--- src/rtl/dbus_lane_sequencer_pkg.sv ---
// Shared types for the dual-lane dbus sequencer: bus request/response structs,
// memory-size encoding, sequencer FSM states and the alignment helper.
package dbus_lane_sequencer_pkg;

  localparam int DBUS_ADDR_W = 32;
  localparam int DBUS_DATA_W = 32;

  typedef enum logic [1:0] {
    MSIZE_BYTE = 2'd0,
    MSIZE_HALF = 2'd1,
    MSIZE_WORD = 2'd2
  } msize_t;

  typedef struct packed {
    logic                   valid;
    logic [DBUS_ADDR_W-1:0] addr;
    msize_t                 size;
    logic [3:0]             strobe;
    logic [DBUS_DATA_W-1:0] data;
  } dbus_req_t;

  typedef struct packed {
    logic                   addr_ok;
    logic                   data_ok;
    logic [DBUS_DATA_W-1:0] data;
  } dbus_resp_t;

  typedef enum logic [1:0] {
    DSEQ_IDLE = 2'd0,
    DSEQ_REQ  = 2'd1,
    DSEQ_WAIT = 2'd2,
    DSEQ_DONE = 2'd3
  } dseq_state_t;

  // Half accesses need addr[0]==0, word accesses need addr[1:0]==0.
  function automatic logic is_misaligned(input logic [1:0] size, input logic [1:0] addr_lo);
    is_misaligned = ((size == 2'(MSIZE_HALF)) && addr_lo[0]) ||
                    ((size == 2'(MSIZE_WORD)) && (addr_lo != 2'b00));
  endfunction

endpackage

--- src/rtl/dbus_req_mux.sv ---
// Combinational selection of the latched fields of lane idx onto the dbus request.
// Loads are presented with a zero strobe and zero data; stores carry their strobe and data.
module dbus_req_mux
  import dbus_lane_sequencer_pkg::*;
#(
  parameter int ADDR_W = DBUS_ADDR_W,
  parameter int DATA_W = DBUS_DATA_W
) (
  input  logic                active,
  input  logic                idx,
  input  logic [1:0]          wr,
  input  logic [2*ADDR_W-1:0] addr,
  input  logic [3:0]          size,
  input  logic [2*DATA_W-1:0] wdata,
  input  logic [7:0]          strobe,
  output dbus_req_t           dreq
);

  logic              sel_wr;
  logic [ADDR_W-1:0] sel_addr;
  logic [1:0]        sel_size;
  logic [DATA_W-1:0] sel_wdata;
  logic [3:0]        sel_strobe;

  always_comb begin
    sel_wr     = idx ? wr[1]                  : wr[0];
    sel_addr   = idx ? addr[2*ADDR_W-1:ADDR_W] : addr[ADDR_W-1:0];
    sel_size   = idx ? size[3:2]              : size[1:0];
    sel_wdata  = idx ? wdata[2*DATA_W-1:DATA_W] : wdata[DATA_W-1:0];
    sel_strobe = idx ? strobe[7:4]            : strobe[3:0];
  end

  always_comb begin
    dreq        = '0;
    dreq.valid  = active;
    dreq.addr   = sel_addr;
    dreq.size   = msize_t'(sel_size);
    dreq.strobe = sel_wr ? sel_strobe : 4'h0;
    dreq.data   = sel_wr ? sel_wdata  : '0;
  end

endmodule

--- src/rtl/dbus_lane_sequencer.sv ---
// Serialises the memory ops of a dual-issue bundle onto the single dbus, lane 0 first.
// Optional feature macro DBUS_SEQ_MISALIGN_EN: flags misaligned lanes on misalign[] and skips them.
module dbus_lane_sequencer
  import dbus_lane_sequencer_pkg::*;
#(
  parameter int ADDR_W = DBUS_ADDR_W,
  parameter int DATA_W = DBUS_DATA_W
) (
  input  logic                clk,
  input  logic                resetn,
  input  logic [1:0]          lane_valid,
  input  logic [1:0]          lane_wr,
  input  logic [2*ADDR_W-1:0] lane_addr,
  input  logic [3:0]          lane_size,
  input  logic [2*DATA_W-1:0] lane_wdata,
  input  logic [7:0]          lane_strobe,
  input  logic                flush,
  output dbus_req_t           dreq,
  input  dbus_resp_t          dresp,
  output logic                stall,
  output logic [2*DATA_W-1:0] rdata,
  output logic                done,
`ifdef DBUS_SEQ_MISALIGN_EN
  output logic [1:0]          misalign,
`endif
  output dseq_state_t         fsm_state
);

  // Bus handshake: dreq.valid rises in REQ and its fields hold until a cycle with
  // dresp.addr_ok (request accepted); dresp.data_ok ends the transaction and may
  // coincide with addr_ok. Only one transaction is ever outstanding.

  dseq_state_t         state, state_next;
  logic                idx, idx_next;
  logic                kill;
  logic                kill_now;
  logic                start;
  logic [1:0]          start_issue;
  logic                complete;
  logic                cur_wr;
  logic                req_active;

  logic [1:0]          wr_q;
  logic [2*ADDR_W-1:0] addr_q;
  logic [3:0]          size_q;
  logic [2*DATA_W-1:0] wdata_q;
  logic [7:0]          strobe_q;
  logic                lane1_go_q;

  assign start = (|lane_valid) && !flush;

`ifdef DBUS_SEQ_MISALIGN_EN
  logic [1:0] mis;
  logic [1:0] misalign_q;

  assign mis[0] = lane_valid[0] && is_misaligned(lane_size[1:0], lane_addr[1:0]);
  assign mis[1] = lane_valid[1] && is_misaligned(lane_size[3:2], lane_addr[ADDR_W+1:ADDR_W]);
  // A bad lane 0 takes lane 1 down with it to keep program order intact.
  assign start_issue = {lane_valid[1] && !mis[1] && !mis[0], lane_valid[0] && !mis[0]};

  always_ff @(posedge clk) begin
    if (!resetn) begin
      misalign_q <= 2'b00;
    end else if (state_next == DSEQ_IDLE) begin
      misalign_q <= 2'b00;
    end else if (state == DSEQ_IDLE && start) begin
      misalign_q <= mis;
    end
  end

  assign misalign = misalign_q;
`else
  assign start_issue = lane_valid;
`endif

  // A flush arriving in the completing cycle counts just like a registered one.
  assign kill_now = kill || flush;
  assign cur_wr   = idx ? wr_q[1] : wr_q[0];

  always_comb begin
    state_next = state;
    idx_next   = idx;
    complete   = 1'b0;
    case (state)
      DSEQ_IDLE: begin
        if (start) begin
          if (start_issue[0]) begin
            idx_next   = 1'b0;
            state_next = DSEQ_REQ;
          end else if (start_issue[1]) begin
            idx_next   = 1'b1;
            state_next = DSEQ_REQ;
          end else begin
            state_next = DSEQ_DONE;
          end
        end
      end
      DSEQ_REQ: begin
        if (dresp.addr_ok) begin
          if (dresp.data_ok) complete = 1'b1;
          else               state_next = DSEQ_WAIT;
        end
      end
      DSEQ_WAIT: begin
        if (dresp.data_ok) complete = 1'b1;
      end
      DSEQ_DONE: state_next = DSEQ_IDLE;
      default:   state_next = DSEQ_IDLE;
    endcase

    if (complete) begin
      if (kill_now) begin
        state_next = DSEQ_IDLE;
      end else if (!idx && lane1_go_q) begin
        idx_next   = 1'b1;
        state_next = DSEQ_REQ;
      end else begin
        state_next = DSEQ_DONE;
      end
    end
  end

  always_ff @(posedge clk) begin
    if (!resetn) begin
      state      <= DSEQ_IDLE;
      idx        <= 1'b0;
      kill       <= 1'b0;
      wr_q       <= 2'b00;
      addr_q     <= '0;
      size_q     <= 4'h0;
      wdata_q    <= '0;
      strobe_q   <= 8'h00;
      lane1_go_q <= 1'b0;
      rdata      <= '0;
    end else begin
      state <= state_next;
      idx   <= idx_next;

      if (state == DSEQ_IDLE) begin
        kill <= 1'b0;
      end else if ((state == DSEQ_REQ || state == DSEQ_WAIT) && flush) begin
        kill <= 1'b1;
      end

      if (state == DSEQ_IDLE && start) begin
        wr_q       <= lane_wr;
        addr_q     <= lane_addr;
        size_q     <= lane_size;
        wdata_q    <= lane_wdata;
        strobe_q   <= lane_strobe;
        lane1_go_q <= start_issue[1];
      end

      if (complete && !cur_wr) begin
        if (idx) rdata[2*DATA_W-1:DATA_W] <= dresp.data;
        else     rdata[DATA_W-1:0]        <= dresp.data;
      end
    end
  end

  assign req_active = (state == DSEQ_REQ);

  dbus_req_mux #(
    .ADDR_W(ADDR_W),
    .DATA_W(DATA_W)
  ) u_req_mux (
    .active(req_active),
    .idx   (idx),
    .wr    (wr_q),
    .addr  (addr_q),
    .size  (size_q),
    .wdata (wdata_q),
    .strobe(strobe_q),
    .dreq  (dreq)
  );

  assign stall     = (state == DSEQ_IDLE && start) || (state == DSEQ_REQ) || (state == DSEQ_WAIT);
  assign done      = (state == DSEQ_DONE);
  assign fsm_state = state;

endmodule
--- config.mk ---
export PLATFORM = sky130hd
export DESIGN_NAME = dbus_lane_sequencer
export DESIGN_NICKNAME = d
export VERILOG_FILES = /design/src/rtl/dbus_lane_sequencer_pkg.sv /design/src/rtl/dbus_req_mux.sv /design/src/rtl/dbus_lane_sequencer.sv
export SDC_FILE = /design/constraint.sdc
export NUM_CORES = 1
export LEC_CHECK = 0
export BUFFER_PORTS_ARGS = -buffer_cell sky130_fd_sc_hd__buf_2
export CORE_MARGIN = 2
export CORE_UTILIZATION = 53
export CTS_CLUSTER_SIZE = 24
export DETAILED_ROUTE_END_ITERATION = 6
export PLACE_DENSITY = 0.95
export SLEW_MARGIN = 40
export SYNTH_ARGS = -nofsm -noshare
export SYNTH_HDL_FRONTEND = slang
export SYNTH_SLANG_ARGS = --single-unit
--- constraint.sdc ---
create_clock -name clk -period 2.9 [get_ports clk]
set_input_delay 0.145 -clock clk [delete_from_list [all_inputs] [get_ports clk]]
set_output_delay 0.145 -clock clk [all_outputs]
set_load 0.02 [all_outputs]
Yosys cells after proc, flatten, opt, wreduce, memory -nomap -nowiden
Cells that the tools add are included.

Flip-flop bits (word level): 211. Output and inout bits: 139. Logic and storage cells: 64.

Equality and inequality tests: 6. Muxes and demuxes: 26. Bitwise logic cells: 2. Reductions and logical operators: 19.

Operators with widths (count): two-way mux 32 bit (3); two-way mux 2 bit (9); two-way mux 1 bit (10); inequality test 3 bit, second input constant (3); two-way mux 4 bit (2); case mux 2 bit (3 select lines) (1); logical AND 1 bit (5); == test 2 bit, second input constant (2); logical OR 1 bit (4); AND reduction 2 bit (2); AND reduction 4 bit (1); nonzero test 4 bit (1); OR reduction 2 bit (2); zero test 1 bit (3); == test 2 x 1 -> 1 bit, second input constant (1); zero test 2 bit (1); inverter 1 bit (2); case mux 1 bit (2 select lines) (1).

Depth between registers and ports, before layout
Gate-level depths: netlist of run 1.

Depth in word-level cells: 7. Depth in mapped cells: 9. Depth with buffers taken out: 6.

Hierarchy
Synthesis of run 1 repeated with hierarchy kept, for this count alone.

Cell total of the unflattened synthesis: 1066. Area total of the unflattened synthesis: 8938.6 um^2.

Modules (own cells, without submodules): dbus_lane_sequencer (times used 1, cells each 903, area each 7428.4 um^2); dbus_req_mux (times used 1, cells each 163, area each 1510.2 um^2).

Least setup slack after synthesis of run 1
No wires, ideal clock.

Path type: flip-flop to output port. Start point: register state[0] (netlist: fsm_state[0]). End point: output stall. Arrival: 1.885 ns. Required time: 2.755 ns. Slack: 0.870 ns. Cell stages (with the launch flop): 8. Buffers on the path: 2. Cells stage by stage: dfxtp_1 inv_1 ha_1 nor2b_2 nor2b_1 buf_2 buf_4 or3_2.

Longest elaborated chain between the ends: 4.

Ends and longest elaborated chain: from (decl) (RTL line dbus_lane_sequencer.sv:33) `dseq_state_t state, state_next;`; from (signal assigned) (RTL line dbus_lane_sequencer.sv:136) `state <= state_next;`; zero test 2 bit (RTL line dbus_lane_sequencer.sv:177) `assign stall = (state == DSEQ_IDLE && start) || (state == DSEQ_REQ) || (state == DSEQ_WAIT);`; logical AND 1 bit (RTL line dbus_lane_sequencer.sv:177); logical OR 1 bit (RTL line dbus_lane_sequencer.sv:177); logical OR 1 bit * (RTL line dbus_lane_sequencer.sv:177); to (decl) (RTL line dbus_lane_sequencer.sv:20) `output logic stall,`.

Mark *: on every way between the ends. The rest lies on a longest branch, timed or not.

Worst setup path in the final report of run 1
Start point: register state[0] (netlist: fsm_state[0]). End point: register rdata[8].

Longest elaborated chain between the ends: 4.

Ends and longest elaborated chain: == test 2 bit / == test 2 x 1 -> 1 bit (equally long branches) (RTL line dbus_lane_sequencer.sv:84) `case (state)`; case mux 1 bit (2 select lines) * (RTL line dbus_lane_sequencer.sv:84); logical AND 1 bit * (RTL line dbus_lane_sequencer.sv:154) `if (complete && !cur_wr) begin`; AND reduction 2 bit (no line) *; to (signal, indexed assignment) (RTL line dbus_lane_sequencer.sv:155) `if (idx) rdata[2*DATA_W-1:DATA_W] <= dresp.data;`; to (signal, indexed assignment) (RTL line dbus_lane_sequencer.sv:156) `else rdata[DATA_W-1:0] <= dresp.data;`; to (decl) (RTL line dbus_lane_sequencer.sv:21) `output logic [2*DATA_W-1:0] rdata,`.

Marks and branches as above. A chain may end at the register's enable or synchronous reset.

==> reports/metrics.cfg, run 1 <==
[run_status]
status=complete, no violations

[detailed_routing]
routed_via_density=5.75
drtIter0Drc=1002
drt_wl_total_mm=34.8
vias=9661
wl_per_cell_um=20.7
dr.pass1.iters=6
drc=0
drt.antenna.violating_nets=0

[yosys]
synth-edff-count=0
ys_ff_latch=211
synth_top_area_cell=dfxtp_1
seq_area_frac_synth_pct=50.1
ys_warn_count=0
syn-num-nets=1172
postSynthCellCount=987
synth_top_area_share_pct=50.1
netlist_area_um2=8420
synth_cell_types=30
yosysMostFrequentCell=nand2_1
synth_common_cells=288 x nand2_1, 211 x dfxtp_1, 147 x a21oi_1
synth_area_per_cell_um2=8.54
ys_top_cells_by_area=dfxtp_1 50%, nand2_1 13%, mux2i_1 12%
synthFlopType=dfxtp_1
async_flop_share_pct=0

[clock_tree]
cts_tree=done
clock-root-buffer=clkbuf_16
cts_buffer_depth=3
path_clk_slew_ns=0.06
cts.repair.resized=0
htreeDepth=1
post_cts_buffers=0
clk_latency_ns=0.50
clock-sinks=211
cts_made_buffers=22

[global_routing]
grt_pass1_vias=9957
antenna_found_initial=5
grt_pass1_wl_mm=52.3
grt_start_max_net_pins=100
gr-usage-all-layers_pct=39.7
grt-ovfl-total=0

[critical_path]
timing.rr.start=fsm_state[0]
crit_required_ns=3.26
critPathMaxFanout=32
reg2reg_depth=7
crit_end=rdata[8]
startpoint=fsm_state[0]
rrSetupSlack_ns=0.36
worstSetupStartpointType=register
cp.arrival_ns=2.90
r2r_end=rdata[8]
end_kind=register
critPathKind=register to register

[sta]
final-setup-viol-count=0
grt_setup_unrepaired=no
skew_ns=0.0158
tightest_slew_ns=0.675
relSlewSlack_pct=54.8
fmax_ghz=0.394
final_max_slew_viol_count=0
post-route-period-util_pct=87.6
whs_ns=0.0611
setup_tns_ns=0
fin_crit_ns=2.54
hold_violations=0

[pwr]
p_leak_nw=5.45
power.density_nw_per_um2=604
irDropWorstVdd_mv=0.542

[layout]
drive_gt1_share_pct=28.1
syn_to_final_growth_pct=49.7
nNetsFinal=1630
stdcell_area_um2=12600

[hold_path]
holdCritPathClass=input port to register

[floorplan]
num_rows=46
io_pins=320
die_h_um=130
start_util_pct=53.6
dieArea_um2=16900
coreArea_um2=15700
die-width_um=130

[run]
maxCapViolCount=0

[place]
placed_area_um2=10100
port_buffers=319
gp_congestion=0.846
dpl.hpwl_mm=16.2

[state kept, by name (all words and copies together) (netlist names)]
signal,cells
rdata,64
wdata_q,64
size_q,4
strobe_q,8
wr_q,2
idx,1
lane1_go_q,1
kill,1
fsm_state,2
addr_q,64
[cell families (layout without fill, tap and decap cells)]
| group | after synthesis | after routing | share of synthesized area [%] |
|---|---|---|---|
| AOI/OAI and AO/OA | 158 | 158 | 9.71 |
| muxes | 135 | 135 | 16.5 |
| other | 0 | 4 | 0 |
| buffers and inverters | 78 | 552 | 4.46 |
| DFF | 211 | 211 | 50.1 |
| adders and majority gates | 4 | 4 | 0.594 |
| and+or+nand+nor | 401 | 401 | 18.6 |
[worst max-delay path, stage by stage, from the launching register on]
cell and delay, ns:
dfxtp_1 0.39, inv_1 0.13, ha_1 0.32, nand2_1 0.15, nor4_4 0.23, buf_4 0.53, mux2i_1 0.51, nor2_1 0.13
[repair_timing]
action / CTS / global route
endpoints found under the hold margin: 209 / 0
endpoints found under the setup margin: 0 / 0
hold buffers: 177 / 0
[power breakdown]
| group | internal, W | switching (W) |
|---|---|---|
| clock network | 0.00163 | 0.00118 |
| logic | 0.000626 | 0.000908 |
| registers | 0.00311 | 0.000166 |
[how the worst min path moves through the flow]
| stage | startpoint | to | depth (start not counted) |
|---|---|---|---|
| 5_1_grt | flush | fsm_state[0] | 3 |
| 4_1_cts | flush | fsm_state[0] | 3 |
| 3_3_place_gp | lane_wdata[44] | wdata_q[44] | 3 |
| 3_5_place_dp | lane_wdata[2] | wdata_q[2] | 3 |
| 2_1_floorplan | resetn | fsm_state[0] | 1 |
| 6_report | flush | kill | 3 |
[per-stage QoR]
stage / total power, W / util, % / worst slack (ns) / instances
finish: 0.00761 / 80.3 / 0.359 / 1681
CTS: 0.00742 / 80.2 / 0.432 / 1677
detailed placement: 0.00450 / 64.4 / 0.720 / 1460
floorplan: 0.00409 / - / 0.870 / 987
global placement: 0.00446 / 64.4 / 0.849 / 1460
global route: 0.00784 / 80.3 / 0.265 / 1680
[cell usage in the layout (no fill, tap or decap), types with 3 or more instances in the layout]
cell / synthesis / final
clkbuf_1: 37 / 4
o21ai_0: 3 / 3
nor2_1: 105 / 105
buf_2: 24 / 319
ha_1: 4 / 4
a21oi_1: 147 / 147
buf_4: 2 / 6
clkinv_2: 0 / 6
clkbuf_16: 0 / 23
dfxtp_1: 211 / 210
diode_2: 0 / 4
mux2_2: 34 / 34
mux2i_1: 101 / 100
nand2_1: 288 / 288
dlygate4sd3_1: 0 / 177
clkbuf_8: 0 / 7
inv_1: 5 / 4
buf_12: 0 / 5
[cell type report]
cell class              instances  area, µm²
flip-flops and latches        211       4230
inverters                       5       23.8
multi-input cells             698       3850
diodes                          4       10.0
fillers                       798       3100
repair buffers                507       3510
well taps                     216        270
clock inverters                 6       30.0
clock buffers                  34        687
[per-layer routing]
layer / track usage, % / up-vias / wire length [µm] / share of wire [%]
met4: 31.4 / 2 / 2890 / 8.3
li1: - / 4171 / - / -
met2: 65.0 / 790 / 16500 / 48
met3: 14.5 / 275 / 3700 / 11
met5: 0 / - / 11 / 0.032
met1: 41.2 / 4423 / 11600 / 34
Note: power is estimated with default switching activity, not from simulation.
==> run 2, diff against run 1 <==
--- a/config.mk
+++ b/config.mk
@@ -7,11 +7,12 @@
 export LEC_CHECK = 0
 export BUFFER_PORTS_ARGS = -buffer_cell sky130_fd_sc_hd__buf_2
 export CORE_MARGIN = 2
-export CORE_UTILIZATION = 53
+export CORE_UTILIZATION = 45
 export CTS_CLUSTER_SIZE = 24
 export DETAILED_ROUTE_END_ITERATION = 6
-export PLACE_DENSITY = 0.95
+export PLACE_DENSITY = 0.84
 export SLEW_MARGIN = 40
 export SYNTH_ARGS = -nofsm -noshare
 export SYNTH_HDL_FRONTEND = slang
+export SYNTH_HIERARCHICAL = 1
 export SYNTH_SLANG_ARGS = --single-unit
==> constraint.sdc (replaced) <==
create_clock -name clk -period 3.2 [get_ports clk]
set_input_delay 0.16 -clock clk [delete_from_list [all_inputs] [get_ports clk]]
set_output_delay 0.16 -clock clk [all_outputs]
set_load 0.02 [all_outputs]
==> run 2 against run 1 <==
Net effect:
- clock skew shrank 0.0090 ns
- synthesized cell count grew 8.0%
- core utilization shrank 13 points
- register-to-register slack gained 0.38 ns
- area after synthesis grew 6.1%
- wire length shrank 12%
- total power grew 5.8%
- worst setup slack gained 0.17 ns
- non-clock buffer count grew 4
==> reports/metrics.cfg, run 2 <==
[pwr]
power.density_nw_per_um2=615  ; was 604 nW/µm²
irDropWorstVdd_mv=0.419  ; was 0.542 mV
p_leak_nw=5.54  ; was 5.45 nW

[floorplan]
coreArea_um2=19500  ; was 15700 µm²
die_h_um=145  ; was 130 µm
die-width_um=145  ; was 130 µm
dieArea_um2=21000  ; was 16900 µm²
num_rows=51  ; was 46
io_pins=320  ; unchanged
start_util_pct=45.9  ; was 53.6%

[detailed_routing]
wl_met1_mm=11.3  ; was 11.6 mm
drc=0  ; unchanged
routed.top_layer=met4  ; was met5
vias=9409  ; was 9661
wl_per_cell_um=16.9  ; was 20.7 µm
routed_via_density=5.24  ; was 5.75
drtIter0Drc=690  ; was 1002
wl_met2_mm=15.3  ; was 16.5 mm
wl_met3_mm=2.27  ; was 3.70 mm
dr.pass1.iters=5  ; was 6
drt_wl_total_mm=30.4  ; was 34.8 mm
drt.antenna.violating_nets=0  ; unchanged

[sta]
final-setup-viol-count=0  ; unchanged
setup_tns_ns=0  ; unchanged
fmax_ghz=0.375
final_max_slew_viol_count=0  ; unchanged
hold_violations=0  ; unchanged
grt_setup_unrepaired=no  ; unchanged
skew_ns=0.00679  ; was 0.0158 ns
fin_crit_ns=2.67
tightest_slew_ns=0.784  ; was 0.675 ns
post-route-period-util_pct=83.3
relSlewSlack_pct=47.7  ; was 54.8%

[layout]
layout_top_registers=addr_q x64, rdata x64, wdata_q x64  ; unchanged
syn_to_final_growth_pct=46.5  ; was 49.7%
drive_gt1_share_pct=31.3  ; was 28.1%
final_common_cell=nand2_1  ; was buf_2
multi_input_area_um2=4230  ; was 3850 µm²
final_util_pct=67.3  ; was 80.3%
seqCellArea_um2=4230  ; about the same
layout_common_cells=387 x nand2_1, 319 x buf_2, 209 x dfxtp_1  ; was 319 x buf_2, 288 x nand2_1, 210 x dfxtp_1
n_fill_cell=1370  ; was 798
nNetsFinal=1702  ; was 1630

[global_routing]
grt_start_max_net_pins=87  ; was 100
grt-ovfl-total=0  ; unchanged
antenna_found_initial=3  ; was 5
grt_pass1_wl_mm=48.3  ; was 52.3 mm
grt_pass1_vias=9498  ; was 9957
gr-usage-all-layers_pct=27.7  ; was 39.7%

[hold_path]
hp-start=dresp[32]  ; was flush
hold-path-cell-count=3  ; unchanged
min_to=fsm_state[0]  ; was kill
holdCritPathClass=input port to register  ; unchanged

[critical_path]
end_kind=output pin  ; was register
path_buf_inv=2  ; unchanged
worstSetupStartpointType=register  ; unchanged
cp_top_family=simple AND/OR/NAND/NOR gates  ; was buffers and inverters
cp.arrival_ns=2.51  ; was 2.90 ns
reg2reg_depth=7  ; unchanged
max_stage_delay_ns=0.70  ; was 0.53 ns
critPathKind=register to output pin  ; was register to register
r2r_end=wdata_q[49]  ; was rdata[8]
cp_cell_sequence=inv_1 -> ha_1 -> and2b_1 -> and2_4 -> or3_1 -> buf_2  ; was inv_1 -> ha_1 -> nand2_1 -> nor4_4 -> buf_4 -> mux2i_1 -> nor2_1
timing.rr.start=fsm_state[1]  ; was fsm_state[0]
slowest_stage=and2_4  ; was buf_4
critPathMaxFanout=67  ; was 32
rrSetupSlack_ns=0.74  ; was 0.36 ns
crit_required_ns=3.04  ; was 3.26 ns

[yosys]
synth_top_area_cell=dfxtp_1  ; unchanged
ys_ff_latch=211  ; unchanged
synth_top_area_share_pct=47.3  ; was 50.1%
seq_area_frac_synth_pct=47.3  ; was 50.1%
synth_cell_types=39  ; was 30
syn-num-nets=1251  ; was 1172
synth_area_per_cell_um2=8.39  ; was 8.54 µm²
synth-edff-count=0  ; unchanged
synth_common_cells=388 x nand2_1, 211 x dfxtp_1, 179 x a21oi_1  ; was 288 x nand2_1, 211 x dfxtp_1, 147 x a21oi_1
synthFlopType=dfxtp_1  ; unchanged
postSynthCellCount=1066  ; was 987
netlist_area_um2=8940  ; was 8420 µm²
ys_top_cells_by_area=dfxtp_1 47%, nand2_1 16%, a21oi_1 10%  ; was dfxtp_1 50%, nand2_1 13%, mux2i_1 12%
ys_warn_count=6  ; was 0
yosysMostFrequentCell=nand2_1  ; unchanged
async_flop_share_pct=0  ; unchanged

[clock_tree]
htreeDepth=1  ; unchanged
clock-sinks=211  ; unchanged
cts_tree=done  ; unchanged
clock-root-buffer=clkbuf_16  ; unchanged
cts_buffer_depth=3  ; unchanged
clk_latency_ns=0.49  ; was 0.50 ns
path_clk_slew_ns=0.06  ; about the same
cts_made_buffers=23  ; was 22

[place]
dpl.hpwl_mm=16.1  ; was 16.2 mm
gp_congestion=0.817  ; was 0.846
port_buffers=319  ; unchanged

[run_status]
status=complete, no violations  ; unchanged

[run]
maxCapViolCount=0  ; unchanged

-- run 2: how the worst max path moves through the flow --
stage                       startpoint     endpoint  slack, ns  cells after the start
after floorplan           fsm_state[0]    rdata[15]       1.16                      8
after global placement    fsm_state[0]  wdata_q[61]       0.98                      7
after detailed placement  fsm_state[0]  wdata_q[23]       0.89                      7
after CTS                 fsm_state[0]        stall       0.50                      6
after global routing      fsm_state[1]        stall       0.38                      6
final                     fsm_state[1]        stall       0.53                      6
-- run 2: power by group --
group	switching, W	internal [W]	leakage (nW)
clock	0.00105	0.00156	0.359
sequential	0.000235	0.00297	1.72
combinational	0.00139	0.000852	3.46
total	0.00268	0.00538	5.54
-- run 2: stage by stage --
stage	cell area [µm²]	hold WS, ns	power, W	cells	setup WS (ns)
global placement	10600	0.401	0.00518	1579	0.977
finish	13100	0.193	0.00805	1797	0.533
floorplan	8940	0.287	0.00470	1066	1.16
detailed placement	10600	0.407	0.00523	1579	0.892
global route	13100	0.200	0.00842	1797	0.378
CTS	13100	0.171	0.00800	1794	0.499
-- run 2: cell type report --
cell class / instances / area share, %
multi-input cells: 766 / 32.3
flip-flops and latches: 211 / 32.3
repair buffers: 511 / 27.0
clock buffers: 33 / 5.23
well taps: 265 / 2.53
clock inverters: 4 / 0.421
inverters: 4 / 0.153
diodes: 3 / 0.0573
-- run 2: worst register-to-register path: stages, from the launching register on --
cell and delay [ns]:
dfxtp_1 0.36, inv_1 0.11, ha_1 0.20, and2b_1 0.28, and2_4 0.70, buf_4 0.44
nand2_1 0.11, a21oi_1 0.18
-- run 2: cells by family after synthesis --
kind of cell             share of synthesized area, %
AO/OA/AOI/OAI                                    14.3
adder cells (fa/ha/maj)                         0.560
AND/OR/NAND/NOR                                  22.9
flip-flops                                       47.3
multiplexers                                     9.29
buffers and inverters                            5.63
-- run 2: timing repair --
action                                 CTS  global route
endpoints found under the hold margin  211             0
gates resized for setup                  0             0
hold buffers                           178             0
buffers inserted                         0             0
-- run 2: metal layers --
layer	track usage, %	vias up
li1	-	4415
met4	14.3	0
met1	31.4	4352
met5	0	-
met3	5.50	140
met2	49.1	502
